[src/rtl/word_serializer.sv]
// ============================================================================
// word_serializer: splits each accepted 32-bit word into four bytes on a
// valid/ready byte stream. The optional out_parity port is enabled by
// defining WORD_SERIALIZER_PARITY_EN.
// Revision: 1.0
// ============================================================================
`default_nettype none

module word_serializer #(
  parameter bit MSB_FIRST = 1'b0
) (
  input  logic        clk,
  input  logic        rst_n,
  input  logic        in_valid,
  output logic        in_ready,
  input  logic [31:0] in_data,
  output logic        out_valid,
  input  logic        out_ready,
  output logic [7:0]  out_data,
  output logic        out_last,
  output logic        busy
`ifdef WORD_SERIALIZER_PARITY_EN
  ,
  output logic        out_parity
`endif
);

  typedef enum logic {
    IDLE = 1'b0,
    SEND = 1'b1
  } state_t;

  state_t      state, state_nxt;
  logic [1:0]  idx, idx_nxt;
  logic [31:0] word, word_nxt;
  logic [1:0]  byte_sel;

  always_ff @(posedge clk or negedge rst_n) begin
    if (!rst_n) begin
      state <= IDLE;
      idx   <= 2'd0;
      word  <= 32'd0;
    end else begin
      state <= state_nxt;
      idx   <= idx_nxt;
      word  <= word_nxt;
    end
  end

  // The last byte's handshake also frees the holding register, so a new word
  // can be taken in the same cycle without a bubble.
  always_comb begin
    state_nxt = state;
    idx_nxt   = idx;
    word_nxt  = word;
    in_ready  = 1'b0;
    out_valid = 1'b0;
    out_last  = 1'b0;
    case (state)
      IDLE: begin
        in_ready = 1'b1;
        if (in_valid) begin
          word_nxt  = in_data;
          idx_nxt   = 2'd0;
          state_nxt = SEND;
        end
      end
      SEND: begin
        out_valid = 1'b1;
        out_last  = (idx == 2'd3);
        if (out_ready) begin
          if (idx != 2'd3) begin
            idx_nxt = idx + 2'd1;
          end else begin
            in_ready = 1'b1;
            idx_nxt  = 2'd0;
            if (in_valid) begin
              word_nxt = in_data;
            end else begin
              state_nxt = IDLE;
            end
          end
        end
      end
      default: begin
        state_nxt = IDLE;
        idx_nxt   = 2'd0;
      end
    endcase
  end

  assign byte_sel = MSB_FIRST ? ~idx : idx;
  assign out_data = word[{byte_sel, 3'b000} +: 8];
  assign busy     = out_valid;

`ifdef WORD_SERIALIZER_PARITY_EN
  assign out_parity = out_valid & (^out_data);
`endif

endmodule

`default_nettype wire

[config.mk]
export PLATFORM = sky130hd
export DESIGN_NAME = word_serializer
export DESIGN_NICKNAME = d
export VERILOG_FILES = /design/src/rtl/word_serializer.sv
export SDC_FILE = /design/constraint.sdc
export NUM_CORES = 1
export LEC_CHECK = 0
export BUFFER_PORTS_ARGS = -buffer_cell sky130_fd_sc_hd__buf_4
export CAP_MARGIN = 20
export CORE_UTILIZATION = 43
export CTS_CLUSTER_DIAMETER = 30
export DETAILED_ROUTE_END_ITERATION = 8
export GPL_TIMING_DRIVEN = 1
export PLACE_DENSITY = 0.75
export SLEW_MARGIN = 20
export SYNTH_ARGS = -nofsm -noshare
export SYNTH_HDL_FRONTEND = slang
export SYNTH_SLANG_ARGS = --single-unit
[constraint.sdc]
create_clock -name clk -period 2.79 [get_ports clk]
set_input_delay 0.4185 -clock clk [delete_from_list [all_inputs] [get_ports clk]]
set_output_delay 0.4185 -clock clk [all_outputs]
set_load 0.03 [all_outputs]
# Word level (Yosys, flattened, before mapping)

Index checks and enable logic that the tools add are counted.

Flip-flop bits (word level): 35
Input port bits: 36
Output and inout bits: 12
Logic and storage cells: 30

Add/subtract/negate cells: 1
Equal/unequal tests: 5
Shifts and indexed selects: 1
Mux-type cells: 17
Bitwise gates (word level): 1
Reductions and logical operators: 2

Operator list:

| kind                | number |
|---|---|
| $mux 32             | 3 |
| $pmux 32 s2         | 1 |
| $shiftx 32x6->8     | 1 |
| $ne 2x2->1 const B  | 4 |
| $mux 1              | 7 |
| $mux 2              | 3 |
| $pmux 1 s2          | 2 |
| $pmux 2 s2          | 1 |
| $reduce_and 2->1    | 2 |
| $add 2x1->2 const B | 1 |
| $eq 2x2->1 const B  | 1 |
| $not 1->1           | 1 |

# Logic depth before layout (Yosys ltp)

Gate-level depths: netlist of the first run.

Word-level depth: 4
Gate-level depth with buffers: 5
Gate-level depth less buffers: 3

# Least setup slack after synthesis of the first run

OpenSTA, ideal clock, no wires.

Kind: reg-to-output
Start: reg idx[0] (netlist: byte_sel[0])
End: out out_data[0]
Arrival: 1252 ps
Required time: 2372 ps
Slack: 1119 ps
Cell stages (with the launch flop): 3
Buffers on the path: 1
Cells stage by stage: dfrtp_1 buf_2 mux4_2

Word-level cells in the longest chain between the ends: 1

Ends and longest elaborated chain:

| item                   | RTL line | source |
|---|---|---|
| from (decl)            | 34       | `logic [1:0] idx, idx_nxt;` |
| from (signal assigned) | 45       | `idx <= idx_nxt;` |
| $shiftx 32x6->8        | 93       | `assign out_data = word[{byte_sel, 3'b000} +: 8];` |
| to (decl)              | 19       | `output logic [7:0] out_data,` |

No other way between the ends.

# Worst setup path after layout of the first run

Start: reg idx[0] (netlist: byte_sel[0])
End: out out_data[6]

Same word-level chain as after synthesis.

==> flow_summary.yaml, run 1 <==
worst_setup_path:
  end_kind: "output pin"
  beginning_of_the_worst_register_to_register_path: "byte_sel[0]$_DFFE_PN0P_"
  timing.critical_path.required_ns: 2.37
  reg2reg_depth: 4
  worst_path_max_delay_cell: "dfrtp_1"
  slowest_delay_ns: 0.74
  timing.critical_path.from: "byte_sel[0]$_DFFE_PN0P_"
  worst-path-max-fanout: 12
  critPathLaunchType: "register"
  crit_arrival_ns: 1.82
  criticalPathCategory: "register to output pin"
  regToRegSetupSlack_ns: 0.74
  end_of_the_worst_register_to_register_path: "word[13]$_DFFE_PN0P_"
  critical_path.cell_chain: "mux4_2 -> buf_4"
  crit_path_end: "out_data[6]"
yosys:
  synthDominantCellAreaShare_pct: 43.0
  synth_sequential_area_ratio_pct: 43.0
  synth_fp_nets: 207
  ys_types: 19
  ys_seq_elements: 35
  synth_top_cells_by_area: "dfrtp_1 (43%), o32ai_2 (24%), mux4_2 (8.8%), nand2_1 (6.3%), inv_1 (5.9%)"
  synth_top_area_cell: "dfrtp_1"
  post_synth_instance_area_um2: 2040
  postSynthCellCount: 169
  synth_area_per_inst_um2: 12.1
  synth_warn: 0
finish:
  area_used_by_multi_input_combinational_logic_um2: 920
  final_common_cell: "buf_4"
  final_area_um2: 2480
  post_route_cells_drive_above_1_share_pct: 47.6
  seq_area_um2: 876
  nets: 249
  most-common-layout-cells: "buf_4 (51), dfrtp_1 (35), nand2_1 (34)"
  antenna_cells_inserted: 0
  finalCoreUtilization_pct: 55.9
  flow.area_growth_from_synthesis_pct: 21.9
  filler_instances: 412
power_and_ir_drop:
  power.density_cell_area_nw_per_um2: 1130
  cellLeakagePower_nw: 1.18
  combinational_group_share_of_total_power_pct: 51.3
  internal_power_consumption_mw: 1.75
  seqPwrFrac_pct: 34.3
  vdd_ir_drop_max_uv: 366
  total_net_switching_power_mw: 1.05
  power.clock.fraction_pct: 14.4
  p_sw_share_pct: 37.4
timing:
  max_freq_mhz: 446
  slew_viol_final: 0
  final_period_minus_worst_setup_slack_ns: 2.24
  final.period_utilization_pct: 80.3
  worstMarginPinSlew_ns: 0.624
  tns_ns: 0
  timing.clock.skew_ns: 0.00495
  max_slew_margin_pct: 58.4
  final-hold-violation-count: 0
  rsz0062_at_grt: "no"
  setup_ws_ns: 0.550
  finalSetupViolations: 0
place:
  detailed_placement_wirelength_estimate_um: 2850
  postPlaceCellArea_um2: 2380
  port_buffers: 47
  pre_cts_ws_ns: 0.718
  routability_congestion: 0.767
detailed_routing:
  remaining_drc_errors: 0
  dr_total_vias: 1392
  drtIter0Drc: 119
  route.antenna.remaining_nets: 0
  wirelength_met1_um: 1970
  met3_length_um: 138
  finalWirelength_um: 4220
  avgRoutedWirePerCell_um: 16.0
  drt_pass1_iterations: 6
  met2WireLength_um: 2050
  vias_per_cell: 5.27
  top_layer: "met4"
global_route:
  grt_max_degree: 37
  globalRouteOverflowTotal: 0
  grtUsageTotal_pct: 18.3
  antenna_found_initial: 0
  first_global_vias: 1378
  grt_first_pass_wirelength_um: 6960
floorplanning:
  initial_core_utilization_pct: 45.9
  chipWidth_um: 70.8
  std_cell_rows: 24
  die_height_um: 70.8
  floorplan.io_pins: 48
  core_region_area_um2: 4440
  fp.dieArea_um2: 5020
clocking:
  cts-resized-gates: 0
  clkSinkCount: 35
  cts_root_buffer: "clkbuf_8"
  clock_tree.buffer_depth: 2
  clk_pin_slew_ns: 0.07
  cts_buffers: 5
  clk-insertion-delay-late_ns: 0.28
  htree_num_levels: 2
  postcts_setup_bufs: 0
  holdBufCountCts: 0
  cts_tree: "yes"
hold_path:
  hp-class: "input pin to async pin"
outcome:
  status: "completed"
job:
  maxCapViolCount: 0
worst min path at each step:
stage | startpoint | end | slack, ns | depth (start not counted)
3_3_place_gp | rst_n | word[9]$_DFFE_PN0P_ | 0.40 | 1
6_report | rst_n | word[9]$_DFFE_PN0P_ | 0.08 | 1
5_1_grt | rst_n | word[10]$_DFFE_PN0P_ | 0.10 | 1
3_5_place_dp | rst_n | word[9]$_DFFE_PN0P_ | 0.40 | 1
4_1_cts | rst_n | word[9]$_DFFE_PN0P_ | 0.09 | 1
2_1_floorplan | rst_n | byte_sel[0]$_DFFE_PN0P_ | 0.12 | 0
through the flow:
stage	instances	power [mW]	hold slack, ns
after CTS	264	2.83	0.0899
after floorplan	169	2.05	0.123
after global placement	256	2.38	0.399
after global routing	264	2.96	0.102
after detailed placement	256	2.42	0.397
final	264	2.80	0.0848
sequential cells by signal (all words and copies together) (netlist names):
register	count
word	32
state	1
byte_sel	2
cell families after synthesis:
family | count (synthesis) | share of synthesized area, %
simple gates | 39 | 7.74
buf+inv | 49 | 12.4
mux | 9 | 9.33
compound gates | 35 | 26.3
fa+ha+maj | 2 | 1.23
flops | 35 | 43.0
synth_stat cells, drive strengths merged:
master	n
o32ai	32
ha	2
and2	1
clkbuf	4
mux4	8
mux2i	1
inv	32
a21boi	1
and2b	1
nand2	34
a32o	2
dfrtp	35
nor2	1
buf	13
and3	1
or2	1
power by group through the flow:
stage	Clock, mW	Combinational (mW)	Sequential [mW]
after floorplan	0	1.20	0.856
after global placement	0	1.43	0.950
after detailed placement	0	1.45	0.977
after CTS	0.412	1.45	0.967
after global routing	0.437	1.53	0.999
final	0.402	1.44	0.961
critical path: cells and delay by family (launching register included):
kind	cells	cell delay, ns
flip-flops	1	0.74
buffers and inverters	1	0.19
multiplexers	1	0.60
layout make-up:
class	count	share of cell area (%)
Sequential cell	35	35.3
Multi-Input combinational cell	85	37.0
Inverter	32	4.84
Tap cell	52	2.62
Timing Repair Buffer	52	16.2
Clock buffer	8	4.03
routing by layer:
metal  track usage [%]  vias to the layer above
li1                  -                      678
met2              28.4                       33
met3              4.70                        4
met5                 0                        -
met4              7.11                        0
met1              24.8                      677
Note: power is estimated with default switching activity, not from simulation.
==> inputs of run 2 (changes only) <==
==> constraint.sdc (replaced) <==
create_clock -name clk -period 2.3 [get_ports clk]
set_input_delay 0.345 -clock clk [delete_from_list [all_inputs] [get_ports clk]]
set_output_delay 0.345 -clock clk [all_outputs]
set_load 0.03 [all_outputs]
==> flow_summary.yaml, run 2 (same netlist as run 1, synthesis figures left out) <==
clocking:
  cts_root_buffer: "clkbuf_8"
  clkSinkCount: 35
  clk-insertion-delay-late_ns: 0.28
  postcts_setup_bufs: 0
  cts-resized-gates: 0
  cts_tree: "yes"
  cts_buffers: 5
  htree_num_levels: 2
  clk_pin_slew_ns: 0.07
  holdBufCountCts: 0
  clock_tree.buffer_depth: 2
global_route:
  first_global_vias: 1372
  antenna_found_initial: 0
  grtUsageTotal_pct: 17.7
  globalRouteOverflowTotal: 0
  grt_max_degree: 37
  grt_first_pass_wirelength_um: 6910
timing:
  final_period_minus_worst_setup_slack_ns: 2.15
  timing.clock.skew_ns: 0.00429
  finalHoldWorstSlack_ns: 0.00721
  worstMarginPinSlew_ns: 0.637
  slew_viol_final: 0
  max_freq_mhz: 464
  final-hold-violation-count: 0
  rsz0062_at_grt: "no"
  finalSetupViolations: 0
  final.period_utilization_pct: 93.7
  tns_ns: 0
  max_slew_margin_pct: 57.6
worst_setup_path:
  crit_arrival_ns: 1.81
  worst-path-max-fanout: 12
  criticalPathCategory: "register to output pin"
  critPathLaunchType: "register"
  timing.critical_path.required_ns: 1.96
  regToRegSetupSlack_ns: 0.45
  beginning_of_the_worst_register_to_register_path: "byte_sel[0]$_DFFE_PN0P_"
  end_of_the_worst_register_to_register_path: "word[8]$_DFFE_PN0P_"
  end_kind: "output pin"
  reg2reg_depth: 4
place:
  port_buffers: 47
  routability_congestion: 0.761
  detailed_placement_wirelength_estimate_um: 2710
  placedCellCount: 256
  postPlaceCellArea_um2: 2380
finish:
  stdcell_count: 262
  final_common_cell: "buf_4"
  antenna_cells_inserted: 0
  post_route_cells_drive_above_1_share_pct: 47.1
  most-common-layout-cells: "buf_4 (51), dfrtp_1 (35), nand2_1 (34)"
  seq_area_um2: 876
  area_used_by_multi_input_combinational_logic_um2: 920
  largest_reg_flops: 32
  nets: 249
  filler_instances: 412
  final_area_um2: 2460
  register_with_the_most_flip_flops: "word"
  flow.area_growth_from_synthesis_pct: 20.5
floorplanning:
  fp.dieArea_um2: 5020
  floorplan.io_pins: 48
  std_cell_rows: 24
  die_height_um: 70.8
  chipWidth_um: 70.8
  core_region_area_um2: 4440
  initial_core_utilization_pct: 45.9
detailed_routing:
  drtIter0Drc: 77
  finalWirelength_um: 4020
  route.antenna.remaining_nets: 0
  dr_total_vias: 1368
  remaining_drc_errors: 0
  avgRoutedWirePerCell_um: 15.3
  vias_per_cell: 5.22
  drt_pass1_iterations: 6
hold_path:
  hp-class: "input pin to async pin"
job:
  maxCapViolCount: 0
power_and_ir_drop:
  vdd_ir_drop_max_uv: 509
  cellLeakagePower_nw: 1.17
  power.density_cell_area_nw_per_um2: 1340
outcome:
  status: "completed"
run 2: where the power goes:
group | leakage [nW] | switching, mW | internal [mW]
clock network | 0.0371 | 0.196 | 0.202
registers | 0.425 | 0.250 | 0.914
logic | 0.705 | 0.793 | 0.938
run 2: worst max-delay path, cell delays in order (launching register included):
cell and delay [ns]:
dfrtp_1 0.75, mux4_2 0.60, buf_4 0.19
run 2: area by class of cell:
cell class	instances	area share, %
multi-input combinational	85	37.4
sequential	35	35.7
timing repair buffer	52	16.4
inverter	32	4.89
clock buffer	6	2.95
tap	52	2.65
run 2: layer usage:
metal	vias to the layer above	track usage (%)	share of wire (%)
li1	674	-	-
met4	0	5.33	1.4
met2	26	27.9	49
met5	-	0	0
met1	663	24.7	46
met3	5	3.85	3.1
run 2: worst max-delay path by stage:
stage / start / endpoint / cells past startpoint
after floorplan: byte_sel[0]$_DFFE_PN0P_ / out_data[0] / 2
after global placement: byte_sel[0]$_DFFE_PN0P_ / out_data[7] / 2
after detailed placement: byte_sel[0]$_DFFE_PN0P_ / out_data[6] / 2
after CTS: byte_sel[0]$_DFFE_PN0P_ / out_data[6] / 2
after global routing: byte_sel[0]$_DFFE_PN0P_ / out_data[7] / 2
final: byte_sel[0]$_DFFE_PN0P_ / out_data[6] / 2
run 2: metrics by stage:
step           setup slack (ns)  total power, mW  util (%)
3_3_place_gp              0.415             2.88      53.6
5_1_grt                 0.00781             3.50      55.3
3_5_place_dp              0.409             2.93      53.6
4_1_cts                   0.105             3.33      55.3
6_report                  0.146             3.29      55.3
2_1_floorplan             0.703             2.49         -
